===== src/rtl/csr_access_arbiter.sv =====
// Two-requester (hart / debug) arbiter for the single CSR file port; each access runs IDLE->RD->WB, grant to next grant is 3 cycles.
// Requests are level-held until the grant; a stalled clk_en_i freezes the sequence in place.
module csr_access_arbiter #(
  parameter int XLEN             = 32,
  parameter int DBG_STARVE_LIMIT = 8
) (
  input  logic            clk_i,
  input  logic            resetb_i,
  input  logic            clk_en_i,
  input  logic            hart_req_i,
  input  logic [11:0]     hart_addr_i,
  input  logic [1:0]      hart_mode_i,
  input  logic [XLEN-1:0] hart_wdata_i,
  input  logic            hart_flush_i,
  output logic            hart_gnt_o,
  output logic            hart_done_o,
  output logic [XLEN-1:0] hart_rdata_o,
  output logic            hart_ilgl_o,
  input  logic            dbg_req_i,
  input  logic            dbg_wr_i,
  input  logic [11:0]     dbg_addr_i,
  input  logic [XLEN-1:0] dbg_wdata_i,
  output logic            dbg_gnt_o,
  output logic            dbg_done_o,
  output logic [XLEN-1:0] dbg_rdata_o,
  output logic            dbg_err_o,
  output logic            csr_exs_en_o,
  output logic            csr_rd_o,
  output logic [11:0]     csr_rd_addr_o,
  input  logic [XLEN-1:0] csr_rd_data_i,
  input  logic            csr_illegal_rd_i,
  input  logic            csr_illegal_wr_i,
  output logic            csr_wr_o,
  output logic [1:0]      csr_wr_mode_o,
  output logic [11:0]     csr_wr_addr_o,
  output logic [XLEN-1:0] csr_wr_data_o
);

  localparam int CW = $clog2(DBG_STARVE_LIMIT + 1);

  typedef enum logic [1:0] {IDLE, RD, WB} state_t;

  typedef struct packed {
    logic            dbg;
    logic [1:0]      mode;
    logic [11:0]     addr;
    logic [XLEN-1:0] wdata;
  } req_t;

  state_t        state_q, state_d;
  req_t          req_q, req_d;
  logic          ilgl_q, ilgl_d;
  logic [CW-1:0] starve_q, starve_d;

  logic can_grant, starved, hart_win, dbg_win;
  logic in_rd, in_wb, acc_wr, hart_kill;

  assign can_grant = (state_q == IDLE) & clk_en_i & resetb_i;
  assign starved   = dbg_req_i & (starve_q == CW'(DBG_STARVE_LIMIT));
  assign hart_win  = can_grant & hart_req_i & ~hart_flush_i & ~starved;
  assign dbg_win   = can_grant & dbg_req_i & ~hart_win;

  assign in_rd     = (state_q == RD);
  assign in_wb     = (state_q == WB);
  assign acc_wr    = (req_q.mode != 2'b00);
  assign hart_kill = ~req_q.dbg & hart_flush_i;

  always_comb begin
    state_d  = state_q;
    req_d    = req_q;
    ilgl_d   = ilgl_q;
    starve_d = starve_q;
    if (!dbg_req_i || dbg_win) begin
      starve_d = '0;
    end else if (hart_win && starve_q != CW'(DBG_STARVE_LIMIT)) begin
      starve_d = starve_q + CW'(1);
    end
    case (state_q)
      IDLE: begin
        if (hart_win) begin
          req_d   = '{dbg: 1'b0, mode: hart_mode_i, addr: hart_addr_i, wdata: hart_wdata_i};
          state_d = RD;
        end else if (dbg_win) begin
          req_d   = '{dbg: 1'b1, mode: {1'b0, dbg_wr_i}, addr: dbg_addr_i, wdata: dbg_wdata_i};
          state_d = RD;
        end
      end
      RD: begin
        // Writes must also be readable: set/clear need the old value.
        ilgl_d  = csr_illegal_rd_i | (acc_wr & csr_illegal_wr_i);
        state_d = hart_kill ? IDLE : WB;
      end
      WB:      state_d = IDLE;
      default: state_d = IDLE;
    endcase
  end

  always_ff @(posedge clk_i or negedge resetb_i) begin
    if (!resetb_i) begin
      state_q  <= IDLE;
      req_q    <= '0;
      ilgl_q   <= 1'b0;
      starve_q <= '0;
    end else if (clk_en_i) begin
      state_q  <= state_d;
      req_q    <= req_d;
      ilgl_q   <= ilgl_d;
      starve_q <= starve_d;
    end
  end

  assign hart_gnt_o    = hart_win;
  assign dbg_gnt_o     = dbg_win;
  assign hart_done_o   = in_wb & ~req_q.dbg & ~hart_flush_i;
  assign dbg_done_o    = in_wb & req_q.dbg;
  assign hart_rdata_o  = {XLEN{hart_done_o}} & csr_rd_data_i;
  assign dbg_rdata_o   = {XLEN{dbg_done_o}} & csr_rd_data_i;
  assign hart_ilgl_o   = hart_done_o & ilgl_q;
  assign dbg_err_o     = dbg_done_o & ilgl_q;

  assign csr_exs_en_o  = (state_q != IDLE);
  assign csr_rd_o      = in_rd;
  assign csr_rd_addr_o = req_q.addr;
  assign csr_wr_o      = in_wb & acc_wr & ~ilgl_q & ~hart_kill;
  assign csr_wr_mode_o = req_q.mode;
  assign csr_wr_addr_o = req_q.addr;
  assign csr_wr_data_o = req_q.wdata;

endmodule


===== config.mk =====
export PLATFORM = sky130hd
export DESIGN_NAME = csr_access_arbiter
export DESIGN_NICKNAME = d
export VERILOG_FILES = /design/src/rtl/csr_access_arbiter.sv
export SDC_FILE = /design/constraint.sdc
export NUM_CORES = 1
export LEC_CHECK = 0
export ABC_AREA = 1
export CAP_MARGIN = 5
export CELL_PAD_IN_SITES_DETAIL_PLACEMENT = 2
export CELL_PAD_IN_SITES_GLOBAL_PLACEMENT = 2
export CORE_ASPECT_RATIO = 1.75
export CORE_MARGIN = 5
export CORE_UTILIZATION = 18
export CTS_CLUSTER_SIZE = 30
export DETAILED_ROUTE_END_ITERATION = 8
export GPL_TIMING_DRIVEN = 0
export PLACE_DENSITY_LB_ADDON = 0.08
export REMOVE_ABC_BUFFERS = 1
export SYNTH_ARGS = -nofsm -noshare
export SYNTH_HDL_FRONTEND = slang
export SYNTH_SLANG_ARGS = --single-unit

===== constraint.sdc =====
create_clock -name clk_i -period 4.19 [get_ports clk_i]
set_input_delay 0.419 -clock clk_i [delete_from_list [all_inputs] [get_ports clk_i]]
set_output_delay 0.419 -clock clk_i [all_outputs]
set_load 0.1 [all_outputs]

==> flow_summary.toml <==
[logic_synthesis]
largest_family_of_logic_cells_by_synthesized_area = "simple AND/OR/NAND/NOR gates"
synth.area.mux_share_pct = 0
post_synth_and_or_nand_nor_area_fraction_pct = 35.63
number_of_library_cell_types_mapped_by_synthesis = 25
synth-compound-area-share_pct = 1.478
synth_seq_area_share_pct = 36.27
synth.cell_area_um2 = 3726
synthAdderAreaFrac_pct = 0.6716
synth_area_per_cell_um2 = 6.491
yosys_warnings = 0
synthFlopType = "sky130_fd_sc_hd__dfrtp_1"
number_of_flops_mapped_to_enable_cells_by_yosys = 0
syn-instance-count = 574
xor_xnor_portion_of_the_synthesized_cell_area_pct = 0.2351
synth.ff_latch_count = 54
synth-async-reset-ratio_pct = 100.0

[place]
dpl_cell_area_um2 = 6155
port_buffers = 261
place_inst = 1004
detailed_place_hpwl_mm = 14.02
placer_congestion = 0.7140
worst_slack_after_detailed_placement_ns = -0.4803

[global_route]
globalRoute.busiestLayer = "met2"
antenna_found_initial = 1
grt.overflow.total = 0
grt_max_degree = 56
grtUsageTotal_pct = 14.42
groute.layer.met3.usage_pct = 3.979
grt_pass1_vias = 4859
grtUsageMet2_pct = 29.01
global_route_wire_length_before_repair_mm = 27.17
grtUsageMet1_pct = 14.01

[pwr]
cellPowerDensity_nw_per_um2 = 600.6
leakagePower_nw = 3.027
vdd.ir_drop.worst_mv = 0.2444

[layout]
antenna_cells_inserted = 0
utilization_pct = 31.03
multi_input_comb_area_um2 = 1428
final_design_area_no_fill_um2 = 6322
post_route_cells_drive_above_1_share_pct = 2.749
most-common-layout-cells = "sky130_fd_sc_hd__clkdlybuf4s50_1, sky130_fd_sc_hd__nand2_1, sky130_fd_sc_hd__nor2_1"
area_delta_synth_final_pct = 69.68
num-fill-cells = 2453
nNetsFinal = 896
final_cells = 1012
register_area_um2 = 1351
final_common_cell = "sky130_fd_sc_hd__clkdlybuf4s50_1"

[floorplanning]
boundaryPins = 262
initial_core_utilization_pct = 18.29
row_count = 69
die_area_um2 = 23790
die_w_um = 118.8
die_h_um = 200.3
fp.coreArea_um2 = 20370

[routing]
detailedRoute.firstIterationViolations = 58
detail_route.vias_per_cell = 4.163
drt_drc_violations_left = 0
avgRoutedWirePerCell_um = 17.08
dr_total_vias = 4213
routed_wl_mm = 17.29
dr.pass1.iters = 4
final_antenna_net_count = 0

[hold_path]
holdCritPathClass = "primary input to async pin"

[clock_network]
cts_tree = "yes"
cts_buffers = 5
cts_root_buf = "sky130_fd_sc_hd__clkbuf_16"
htreeDepth = 2
worst_skew_pair.late_latency_ns = 0.31
cts.path.max_buffers = 2
numClockSinks = 54
cts.reportedPaths.clkPinSlew_ns = 0.07
cts.hold.buffers_added = 0
cts.repair_timing.setup_buffer_count = 0

[sta]
final.setup_skew_ns = 0.005432
max_slew_margin_pct = 28.01
final.setup.tns_ns = 0
timing.fmax_mhz = 262.4
final-setup-viol-count = 0
finalHoldViolations = 0
layout_setup_ws_ns = 0.3790
final-max-slew-violation-count = 0
tightestPinTransition_ns = 1.079
grt_setup_unrepaired = "no"
timing.final.crit_period_ns = 3.811
period_share_pct = 90.96

[setup_path]
required_time_of_the_worst_setup_path_ns = 3.77
timing.critical_path.to_type = "output port"
critPathArrivalTime_ns = 3.39
worst_setup_path_start_kind = "primary input"
worst-path-max-fanout = 55
critPathKind = "primary input to output port"

[run]
max_cap_violations = 0

[status]
run_status = "finished, final reports clean"
==> registers in the layout, indices dropped and copies added (netlist names) <==
| register | flops |
|---|---|
| csr_rd_addr_o | 12 |
| ilgl_q | 1 |
| state_q | 2 |
| starve_q | 4 |
| req_q | 1 |
| csr_wr_mode_o | 2 |
| csr_wr_data_o | 32 |
==> through the flow <==
| step | hold WS, ns | total power, mW |
|---|---|---|
| 3_5_place_dp | 0.4844 | 3.350 |
| 2_1_floorplan | 0.1234 | 2.608 |
| 6_report | 0.1944 | 3.797 |
| 3_3_place_gp | 0.4803 | 3.313 |
| 4_1_cts | 0.2411 | 3.870 |
| 5_1_grt | 0.2553 | 3.957 |
==> critical path, cell delays in order <==
cell	delay [ns]
sky130_fd_sc_hd__buf_4	0.60
sky130_fd_sc_hd__nand2_1	0.20
sky130_fd_sc_hd__inv_2	0.09
sky130_fd_sc_hd__nand2_2	0.08
sky130_fd_sc_hd__nor2_4	0.12
sky130_fd_sc_hd__o21ai_4	0.23
sky130_fd_sc_hd__buf_12	0.25
sky130_fd_sc_hd__inv_2	0.68
sky130_fd_sc_hd__clkdlybuf4s15_2	0.67
==> logic make-up (layout without fill, tap and decap cells) <==
group,Yosys count,count (layout)
buf+inv,179,369
simple gates,330,330
xor+xnor,1,1
fa+ha+maj,2,2
flops,54,54
compound gates,8,8
==> power by group <==
part           internal [mW]  total, mW  switching, mW
sequential             0.674      0.779          0.105
combinational          0.574       2.53           1.96
clock                  0.272      0.488          0.216
==> area by class of cell <==
class | instances | area share (%)
Clock buffer | 8 | 2.632
Sequential cell | 54 | 21.37
Multi-Input combinational cell | 341 | 22.58
Timing Repair Buffer | 265 | 42.81
Tap cell | 248 | 4.908
Inverter | 96 | 5.700
==> layer usage <==
layer / routed length (um) / up-vias
li1: - / 1999
met1: 6126 / 2018
met2: 9716 / 181
met3: 1185 / 13
met4: 248 / 2
met5: 11 / -
==> final timing paths <==
| path | slack (ns) | endpoint | start | cells past startpoint |
|---|---|---|---|---|
| max in group asynchronous | 3.47 | csr_rd_addr_o[5]$_DFFE_PN0P_ | resetb_i | 1 |
| setup / recovery | 0.38 | hart_gnt_o | resetb_i | 9 |
| min in group clk_i | 0.50 | csr_wr_data_o[13]$_DFFE_PN0P_ | csr_wr_data_o[13]$_DFFE_PN0P_ | 2 |
| hold reg to reg | 0.50 | csr_wr_data_o[13]$_DFFE_PN0P_ | csr_wr_data_o[13]$_DFFE_PN0P_ | 2 |
| hold / removal | 0.19 | csr_wr_data_o[3]$_DFFE_PN0P_ | resetb_i | 1 |
| setup reg to reg | 1.61 | csr_rd_addr_o[6]$_DFFE_PN0P_ | starve_q[0]$_DFFE_PN0P_ | 8 |
==> cells in the mapped netlist, types with 3 or more instances <==
cell type	n	area (um2)
sky130_fd_sc_hd__buf_1	3	11.26
sky130_fd_sc_hd__buf_2	7	35.03
sky130_fd_sc_hd__nand4_1	5	31.28
sky130_fd_sc_hd__inv_2	3	11.26
sky130_fd_sc_hd__nand3_1	47	235.2
sky130_fd_sc_hd__inv_1	93	349.1
sky130_fd_sc_hd__clkbuf_1	7	26.28
sky130_fd_sc_hd__dfrtp_1	54	1351
sky130_fd_sc_hd__buf_6	8	90.09
sky130_fd_sc_hd__nand2_1	154	578.1
sky130_fd_sc_hd__o21ai_0	3	15.01
sky130_fd_sc_hd__nor2_1	119	446.7
sky130_fd_sc_hd__buf_4	58	435.4
==> timing repair <==
item / in CTS / in global routing
gates resized for setup: 3 / 0
endpoints found under the setup margin: 1 / 0
hold endpoints to repair: 0 / 0
No activity file was read; power rests on OpenSTA's default activity.
